<file path="config.mk">
export PLATFORM = sky130hd
export DESIGN_NAME = z80_block_search_engine
export DESIGN_NICKNAME = d
export VERILOG_FILES = /design/src/rtl/z80_block_search_engine.sv
export SDC_FILE = /design/constraint.sdc
export NUM_CORES = 1
export LEC_CHECK = 0
export CAP_MARGIN = 20
export CORE_AREA = 3 3 126 128
export DETAILED_ROUTE_END_ITERATION = 7
export DIE_AREA = 0 0 129 131
export HOLD_SLACK_MARGIN = 0.12
export PLACE_DENSITY = 0.71
export SLEW_MARGIN = 30
export SYNTH_ARGS = -nofsm -noshare
export SYNTH_HDL_FRONTEND = slang
export SYNTH_SLANG_ARGS = --single-unit
export TNS_END_PERCENT = 10
</file>
<file path="constraint.sdc">
create_clock -name clk -period 3.3 [get_ports clk]
set_input_delay 0.33 -clock clk [delete_from_list [all_inputs] [get_ports clk]]
set_output_delay 0.33 -clock clk [all_outputs]
set_load 0.02 [all_outputs]
</file>
<file path="src/rtl/z80_block_search_engine.sv">
// z80_block_search_engine
// Multi-cycle execution unit for the Z80 block-compare instructions CPI,
// CPD, CPIR and CPDR. Each iteration reads the byte at HL, compares it with
// A, steps HL, decrements BC and builds the flag byte. The repeating forms
// iterate until BC reaches zero, a byte matches, or an interrupt request
// makes the instruction yield between iterations.
//
// Ports:
//   clk, reset_n                 clock (rising edge), async active-low reset
//   start                        begin an operation (only looked at in IDLE)
//   mode_dec, mode_repeat        HL direction, repeating form
//   a_in, hl_in, bc_in, f_in     architectural register values at start
//   int_req                      pending interrupt, yields a repeat form
//   mem_req, mem_addr            read request / address (held until ack)
//   mem_ack, mem_rdata           read data valid / read data
//   busy                         high in READ and COMPUTE
//   done                         one-cycle completion pulse
//   hl_out, bc_out, f_out        final register values, held until next start
//   repeat_pending               with done: instruction yielded, re-execute
//   iter_count                   iterations performed in this operation
//
// state   | meaning
// --------+-----------------------------------------------------------
// IDLE    | waiting for start; results of the last operation on outputs
// READ    | memory request at HL, waiting for mem_ack
// COMPUTE | compare A with fetched byte, step HL/BC, decide next step
// DONE    | one-cycle done pulse, then back to IDLE
module z80_block_search_engine #(
  parameter int ADDR_W  = 16,
  parameter int COUNT_W = 16,
  parameter int DATA_W  = 8
) (
  input  logic               clk,
  input  logic               reset_n,
  input  logic               start,
  input  logic               mode_dec,
  input  logic               mode_repeat,
  input  logic [DATA_W-1:0]  a_in,
  input  logic [ADDR_W-1:0]  hl_in,
  input  logic [COUNT_W-1:0] bc_in,
  input  logic [7:0]         f_in,
  input  logic               int_req,
  output logic               mem_req,
  output logic [ADDR_W-1:0]  mem_addr,
  input  logic               mem_ack,
  input  logic [DATA_W-1:0]  mem_rdata,
  output logic               busy,
  output logic               done,
  output logic [ADDR_W-1:0]  hl_out,
  output logic [COUNT_W-1:0] bc_out,
  output logic [7:0]         f_out,
  output logic               repeat_pending,
  output logic [COUNT_W:0]   iter_count
);

  typedef enum logic [1:0] {
    IDLE    = 2'd0,
    READ    = 2'd1,
    COMPUTE = 2'd2,
    DONE    = 2'd3
  } state_t;

  localparam logic [ADDR_W-1:0]  ADDR_ONE  = 1;
  localparam logic [COUNT_W-1:0] COUNT_ONE = 1;
  localparam logic [COUNT_W:0]   ITER_ONE  = 1;

  state_t state_q, state_d;

  logic [DATA_W-1:0]  a_q;
  logic [DATA_W-1:0]  data_q;
  logic [ADDR_W-1:0]  hl_q;
  logic [COUNT_W-1:0] bc_q;
  logic [7:0]         f_q;
  logic               dec_q;
  logic               rep_q;

  logic [DATA_W-1:0]  diff;
  logic [ADDR_W-1:0]  hl_next;
  logic [COUNT_W-1:0] bc_next;
  logic               flag_s, flag_z, flag_h, flag_pv;
  logic [7:0]         flags_next;
  logic               keep_going;
  logic               yield;

  // Only bits 5, 3 and C of the incoming flags survive into the result.
  logic unused_f_bits;
  assign unused_f_bits = ^{f_q[7:6], f_q[4], f_q[2:1]};

  // Compare datapath, only consumed in COMPUTE.
  assign diff       = a_q - data_q;
  assign flag_s     = diff[7];
  assign flag_z     = (diff == '0);
  assign flag_h     = (a_q[3:0] < data_q[3:0]);
  assign bc_next    = bc_q - COUNT_ONE;
  assign flag_pv    = (bc_next != '0);
  assign hl_next    = dec_q ? (hl_q - ADDR_ONE) : (hl_q + ADDR_ONE);
  assign flags_next = {flag_s, flag_z, f_q[5], flag_h, f_q[3], flag_pv, 1'b1, f_q[0]};

  // Count exhaustion or a match end the instruction even with int_req high;
  // only an otherwise-continuing repeat can be interrupted.
  assign keep_going = rep_q && flag_pv && !flag_z && !int_req;
  assign yield      = rep_q && flag_pv && !flag_z && int_req;

  assign mem_req  = (state_q == READ);
  assign mem_addr = hl_q;
  assign busy     = (state_q == READ) || (state_q == COMPUTE);
  assign done     = (state_q == DONE);

  always_ff @(posedge clk or negedge reset_n) begin
    if (!reset_n) begin
      state_q <= IDLE;
    end else begin
      state_q <= state_d;
    end
  end

  always_comb begin
    state_d = state_q;
    case (state_q)
      IDLE:    if (start) state_d = READ;
      READ:    if (mem_ack) state_d = COMPUTE;
      COMPUTE: state_d = keep_going ? READ : DONE;
      DONE:    state_d = IDLE;
      default: state_d = IDLE;
    endcase
  end

  always_ff @(posedge clk or negedge reset_n) begin
    if (!reset_n) begin
      a_q            <= '0;
      data_q         <= '0;
      hl_q           <= '0;
      bc_q           <= '0;
      f_q            <= '0;
      dec_q          <= 1'b0;
      rep_q          <= 1'b0;
      hl_out         <= '0;
      bc_out         <= '0;
      f_out          <= '0;
      repeat_pending <= 1'b0;
      iter_count     <= '0;
    end else begin
      case (state_q)
        IDLE: begin
          if (start) begin
            a_q            <= a_in;
            hl_q           <= hl_in;
            bc_q           <= bc_in;
            f_q            <= f_in;
            dec_q          <= mode_dec;
            rep_q          <= mode_repeat;
            iter_count     <= '0;
            repeat_pending <= 1'b0;
          end
        end
        READ: begin
          if (mem_ack) data_q <= mem_rdata;
        end
        COMPUTE: begin
          hl_q           <= hl_next;
          bc_q           <= bc_next;
          hl_out         <= hl_next;
          bc_out         <= bc_next;
          f_out          <= flags_next;
          repeat_pending <= yield;
          iter_count     <= iter_count + ITER_ONE;
        end
        default: ;
      endcase
    end
  end

endmodule

</file>
==> results.py, run 1 <==
metrics = {
    "outcome": {
        "status": "finished, final reports clean",
    },
    "drt": {
        "drt_iter0_markers": 413,
        "m1WireLength_um": 7520,
        "vias_per_cell": 5.63,
        "wl_met2_um": 8510,
        "route.met3.wl_um": 928,
        "vias": 5724,
        "drc": 0,
        "drtAntennaViolNets": 0,
        "wl_per_cell_um": 17.0,
        "drtPass1Iterations": 5,
        "drt_wl_total_um": 17300,
        "routed.top_layer": "met4",
    },
    "critical_path": {
        "r2r_start": "dec_q$_DFFE_PN0P_",
        "cp_slowest_cell": "dfrtp_1",
        "path_class": "flop to flop",
        "regToRegEndpoint": "hl_out[15]$_DFFE_PN0P_",
        "crit_path_end_kind": "flop",
        "path_delay_family": "compound AO/OA/AOI/OAI gates",
        "crit_fanout": 17,
        "rr_worst_depth": 8,
        "start_kind": "flop",
        "crit_chain": "ha_1 > a211oi_1 > o21bai_1 > a21oi_1 > a21oi_1 > mux2i_1 > xnor2_1 > mux2_2",
        "cp.arrival_ps": 3170,
        "cp_common_cell": "a21oi_1",
        "slowest_delay_ps": 730,
        "required_ps": 3600,
        "ff2ff_setup_slack_ps": 430,
        "cp_num_buf_inv": 0,
    },
    "layout": {
        "stdcell_area_mm2": 0.00876,
        "final_cell_mix": "clkdlybuf4s50_1, dfrtp_1, nor2_1, o21ai_0",
        "nFillCells": 1305,
        "diodes": 0,
        "areaGrowthSynthToFinish_pct": 31.0,
        "fin_nets": 909,
        "layout-drive-gt1-share": 0.127,
        "final_common_cell": "clkdlybuf4s50_1",
    },
    "power_and_ir_drop": {
        "p_per_area_mw_per_mm2": 1130,
        "p_leak_nw": 3.54,
        "ir_drop_mv": 0.707,
    },
    "logic_synthesis": {
        "synth_cell_types": 63,
        "synth_simple_gate_area_frac": 0.158,
        "seq_area_frac_synth": 0.423,
        "synthCells": 693,
        "ys_async_sr_fraction": 1.00,
        "synth_nets": 786,
        "synthFlopType": "dfrtp_1",
        "syn_area_mm2": 0.00669,
        "ys_warn_count": 0,
        "synth_seq_cells": 113,
        "synth-edff-count": 0,
        "synthMuxAreaShare": 0.0852,
        "synth-xor-area-share": 0.0550,
        "synth_top_family_by_area": "compound AO/OA/AOI/OAI gates",
        "synth-compound-area-share": 0.177,
        "yosys.area_share.adder": 0.0583,
        "syn_avg_cell_area_um2": 9.66,
    },
    "grt": {
        "grt_max_degree": 93,
        "grt_pass1_vias": 5625,
        "grt_pass1_wl_um": 28300,
        "antenna_found_initial": 0,
        "gr-total-overflow": 0,
        "grtUsageTotal": 0.210,
    },
    "die": {
        "core_area_mm2": 0.0150,
        "dieArea_mm2": 0.0169,
        "fp.dieH_um": 131,
        "rows": 45,
        "die_w_um": 129,
        "start_util": 0.447,
        "io-pin-count": 140,
    },
    "place": {
        "port_buffers": 134,
        "dpl_cell_area_mm2": 0.00818,
        "place_congestion": 0.875,
        "dpl.hpwl_um": 12400,
    },
    "clocking": {
        "cts-buffers-inserted": 17,
        "htree_levels": 4,
        "clockBufferDepth": 2,
        "clk-insertion-delay-late_ps": 420,
        "postCtsSetupBuffers": 0,
        "root_buffer": "clkbuf_16",
        "tritoncts": "yes",
        "clk_pin_slew_worst_paths_ps": 60,
        "cts_sinks": 113,
    },
    "timing": {
        "drv_slew": 0,
        "setup_viol": 0,
        "slew_headroom": 0.473,
        "period_needed_ps": 2870,
        "period_share": 0.870,
        "hold_viol_final": 0,
        "finalSetupTns_ps": 0,
        "tightest_slew_ps": 790,
        "clock_skew_ps": 9.54,
        "fmax_mhz": 348,
        "rsz0062_at_grt": "false",
    },
    "min_path": {
        "min_from": "bc_out[14]$_DFFE_PN0P_",
        "worstHoldEndpoint": "bc_out[14]$_DFFE_PN0P_",
        "hold_depth": 1,
        "hold_path.class": "flop to flop",
    },
    "job": {
        "drv_cap": 0,
    },
}
stage by stage:
stage | util | setup WS (ps) | total power, mW | hold WS (ps) | std cells
finish | 0.585 | 428 | 9.92 | 476 | 1017
global route | 0.585 | 206 | 10.7 | 503 | 1017
CTS | 0.585 | 459 | 9.96 | 480 | 1017
detailed placement | 0.546 | 506 | 8.14 | 463 | 984
global placement | 0.546 | 589 | 7.91 | 451 | 984
floorplan | - | 901 | 6.42 | 34.4 | 693
synth_stat cells, types with 7 or more instances:
cell,number,area [um2]
a21o_1,7,52.6
o221ai_1,9,78.8
ha_1,28,350
o22ai_1,15,93.8
nand2_1,42,158
a221oi_1,11,96.3
inv_1,28,105
xnor2_1,25,219
mux2i_1,12,120
xor2_1,17,149
a22oi_1,8,60.1
a21oi_1,42,210
nand2b_1,11,68.8
dfrtp_1,113,2830
nand3_1,25,125
nor2b_1,11,68.8
clkbuf_1,26,97.6
or2_2,12,75.1
o21ai_0,47,235
nor3_1,8,40.0
o21a_1,11,82.6
nor2_1,58,218
a211oi_1,9,67.6
nand4_1,9,56.3
mux2_2,40,450
report_power, final:
| part | internal, mW | switching (mW) | leakage, nW |
|---|---|---|---|
| Sequential | 2.00 | 0.615 | 1.33 |
| Clock | 1.10 | 0.677 | 0.272 |
| Combinational | 2.59 | 2.93 | 1.94 |
| Total | 5.70 | 4.22 | 3.54 |
registers in the layout, indices dropped and copies added, names as in the netlist:
signal          flops
iter_count         17
bc_out             16
bc_q               16
hl_out             16
mem_addr           16
a_q                 8
data_q              8
f_out               8
f_q                 3
state_q             2
dec_q               1
rep_q               1
repeat_pending      1
worst max-delay path by stage:
stage	start	to	slack [ps]	cells after the start
3_3_place_gp	dec_q$_DFFE_PN0P_	hl_out[15]$_DFFE_PN0P_	590	8
6_report	dec_q$_DFFE_PN0P_	hl_out[15]$_DFFE_PN0P_	430	8
5_1_grt	dec_q$_DFFE_PN0P_	hl_out[15]$_DFFE_PN0P_	210	8
4_1_cts	dec_q$_DFFE_PN0P_	hl_out[15]$_DFFE_PN0P_	460	8
2_1_floorplan	dec_q$_DFFE_PN0P_	hl_out[15]$_DFFE_PN0P_	900	8
3_5_place_dp	dec_q$_DFFE_PN0P_	hl_out[15]$_DFFE_PN0P_	510	8
worst register-to-register path, cell delays in order (launching register included):
cell and delay [ps]:
dfrtp_1 730, ha_1 410, a211oi_1 300, o21bai_1 160, a21oi_1 290, a21oi_1 180
mux2i_1 300, xnor2_1 110, mux2_2 270
per-layer routing:
| metal | up-vias | global-route usage |
|---|---|---|
| met5 | - | 0 |
| li1 | 2754 | - |
| met2 | 152 | 0.345 |
| met4 | 0 | 0.0797 |
| met3 | 30 | 0.0533 |
| met1 | 2788 | 0.269 |
cell families after synthesis:
logic type	count (synthesis)
AO/OA/AOI/OAI	185
XOR/XNOR	42
adder cells (fa/ha/maj)	30
buffers and inverters	68
flip-flops	113
multiplexers	52
AND/OR/NAND/NOR	203
what timing repair did:
item                                    in CTS  in global routing
hold buffers                                 1                  0
hold endpoints to repair                    58                  0
endpoints found under the setup margin       0                  0
gates resized for setup                      0                  0
cell type report:
class	count	area [um2]	area share
well taps	188	235	0.0268
repair buffers	144	1440	0.164
flip-flops and latches	113	2830	0.323
clock inverters	14	141	0.0161
multi-input cells	512	3580	0.409
clock buffers	18	429	0.0490
inverters	28	105	0.0120
(Power assumes the default switching activity.)
==> run 2: changes to the inputs <==
Settings changed: DONT_BUFFER_PORTS from default to 1, PLACE_DENSITY 0.71 to default.
==> results.py, run 2 (synthesized netlist as in run 1, its figures left out) <==
metrics = {
    "place": {
        "port_buffers": 0,
        "place_congestion": 0.789,
        "dp_slack_ps": 503,
        "dpl.hpwl_um": 11500,
    },
    "grt": {
        "gr-total-overflow": 0,
        "grt_max_degree": 114,
        "grt_pass1_vias": 5250,
        "antenna_found_initial": 0,
        "grt_pass1_wl_um": 27100,
        "grtUsageTotal": 0.204,
    },
    "die": {
        "rows": 45,
        "start_util": 0.447,
        "dieArea_mm2": 0.0169,
        "io-pin-count": 140,
        "fp.dieH_um": 131,
        "die_w_um": 129,
        "core_area_mm2": 0.0150,
    },
    "timing": {
        "setup_viol": 0,
        "fmax_mhz": 351,
        "timing.hold.ws_ps": 137,
        "setup_ws_ps": 454,
        "period_needed_ps": 2850,
        "hold_viol_final": 0,
        "clock_skew_ps": 9.46,
        "tightest_slew_ps": 685,
        "finalSetupTns_ps": 0,
        "drv_slew": 0,
        "period_share": 0.863,
        "slew_headroom": 0.542,
        "rsz0062_at_grt": "false",
    },
    "drt": {
        "drt_iter0_markers": 254,
        "wl_per_cell_um": 18.7,
        "drt_wl_total_um": 16900,
        "vias": 5298,
        "drtAntennaViolNets": 0,
        "drc": 0,
        "vias_per_cell": 5.85,
        "drtPass1Iterations": 4,
    },
    "power_and_ir_drop": {
        "power.share.switching": 0.444,
        "ir_drop_mv": 0.527,
        "p_int_mw": 5.13,
        "p_per_area_mw_per_mm2": 1200,
        "p_leak_nw": 3.14,
        "sequentialPowerShare": 0.334,
        "p_comb_frac": 0.471,
        "switchingPower_mw": 4.10,
        "clkPwrFrac": 0.194,
    },
    "layout": {
        "final_common_cell": "dfrtp_1",
        "layout-drive-gt1-share": 0.141,
        "final_cell_mix": "dfrtp_1, nor2_1, o21ai_0, nand2_1, a21oi_1",
        "largest-register": "iter_count",
        "diodes": 0,
        "multi_input_area_mm2": 0.00358,
        "final_util": 0.513,
        "seq_area_mm2": 0.00283,
        "largest_reg_flops": 17,
        "fin_nets": 798,
        "nFillCells": 1375,
        "areaGrowthSynthToFinish_pct": 14.8,
    },
    "critical_path": {
        "cp.arrival_ps": 3140,
        "crit_fanout": 17,
        "crit_path_end_kind": "flop",
        "start_kind": "flop",
        "path_class": "flop to flop",
        "required_ps": 3600,
    },
    "clocking": {
        "cts-buffers-inserted": 17,
        "cts_sinks": 113,
        "root_buffer": "clkbuf_16",
        "clockBufferDepth": 2,
        "clk_pin_slew_worst_paths_ps": 60,
        "htree_levels": 4,
        "ctsResizeCount": 0,
        "clk-insertion-delay-late_ps": 410,
        "tritoncts": "yes",
    },
    "job": {
        "drv_cap": 0,
    },
    "outcome": {
        "status": "finished, final reports clean",
    },
    "min_path": {
        "hold_path.class": "primary input to flop",
    },
}
## run 2: cell count changes in the layout (fill, tap and decap cells not counted), sizes merged
cell and change:
clkdlybuf4s50 -133, buf -2, dlygate4sd3 +24, inv -1
clkbuf +4, clkinvlp -3
## run 2: worst paths after layout
| path | from | end | slack, ps | depth (start not counted) |
|---|---|---|---|---|
| max in group asynchronous | reset_n | hl_out[7]$_DFFE_PN0P_ | 2340 | 2 |
| max reg2reg | dec_q$_DFFE_PN0P_ | hl_out[15]$_DFFE_PN0P_ | 450 | 8 |
| max | dec_q$_DFFE_PN0P_ | hl_out[15]$_DFFE_PN0P_ | 450 | 8 |
| min reg2reg | data_q[5]$_DFFE_PN0P_ | data_q[5]$_DFFE_PN0P_ | 500 | 1 |
| min | hl_in[6] | mem_addr[6]$_DFFE_PN0P_ | 140 | 2 |
| min in group asynchronous | reset_n | bc_out[6]$_DFFE_PN0P_ | 520 | 2 |
## run 2: area by class of cell
class / instances / area share
Clock inverter: 10 / 0.0143
Clock buffer: 22 / 0.0604
Inverter: 28 / 0.0137
Tap cell: 188 / 0.0306
Multi-Input combinational cell: 512 / 0.467
Timing Repair Buffer: 33 / 0.0463
Sequential cell: 113 / 0.368
## run 2: through the flow
stage / std cells / power (mW) / cell area [um2]
after floorplan: 693 / 6.42 / 6690
after global placement: 848 / 7.21 / 6830
after detailed placement: 848 / 7.39 / 6830
after CTS: 906 / 9.29 / 7680
after global routing: 906 / 9.99 / 7680
final: 906 / 9.22 / 7680
## run 2: worst max-delay path: stages, from the launching register on
cell      delay (ps)
dfrtp_1          720
ha_1             410
a211oi_1         290
o21bai_1         160
a21oi_1          280
a21oi_1          170
mux2i_1          330
xnor2_1          100
mux2_2           260
## run 2: repair_timing
action / in CTS / in global routing
buffers inserted: 0 / 0
hold buffers: 26 / 0
hold endpoints to repair: 137 / 0
## run 2: routing by layer
layer	vias up	track usage	part of all wire
met3	14	0.0715	0.072
met4	0	0.0649	0.010
met2	132	0.325	0.48
met1	2632	0.261	0.44
met5	-	0	0
li1	2520	-	-
## run 2: power by group through the flow
stage	combinational, mW	clock, mW	sequential (mW)
after floorplan	3.61	0	2.80
after global placement	4.12	0	3.09
after detailed placement	4.27	0	3.12
after CTS	4.36	1.83	3.10
after global routing	4.90	1.89	3.20
final	4.35	1.79	3.09
==> run 3: changes to the inputs <==
Settings changed: CAP_MARGIN 20 to 5.
==> results of run 3 <==
No change in the layout: final DEF, timing and power equal those of run 2.
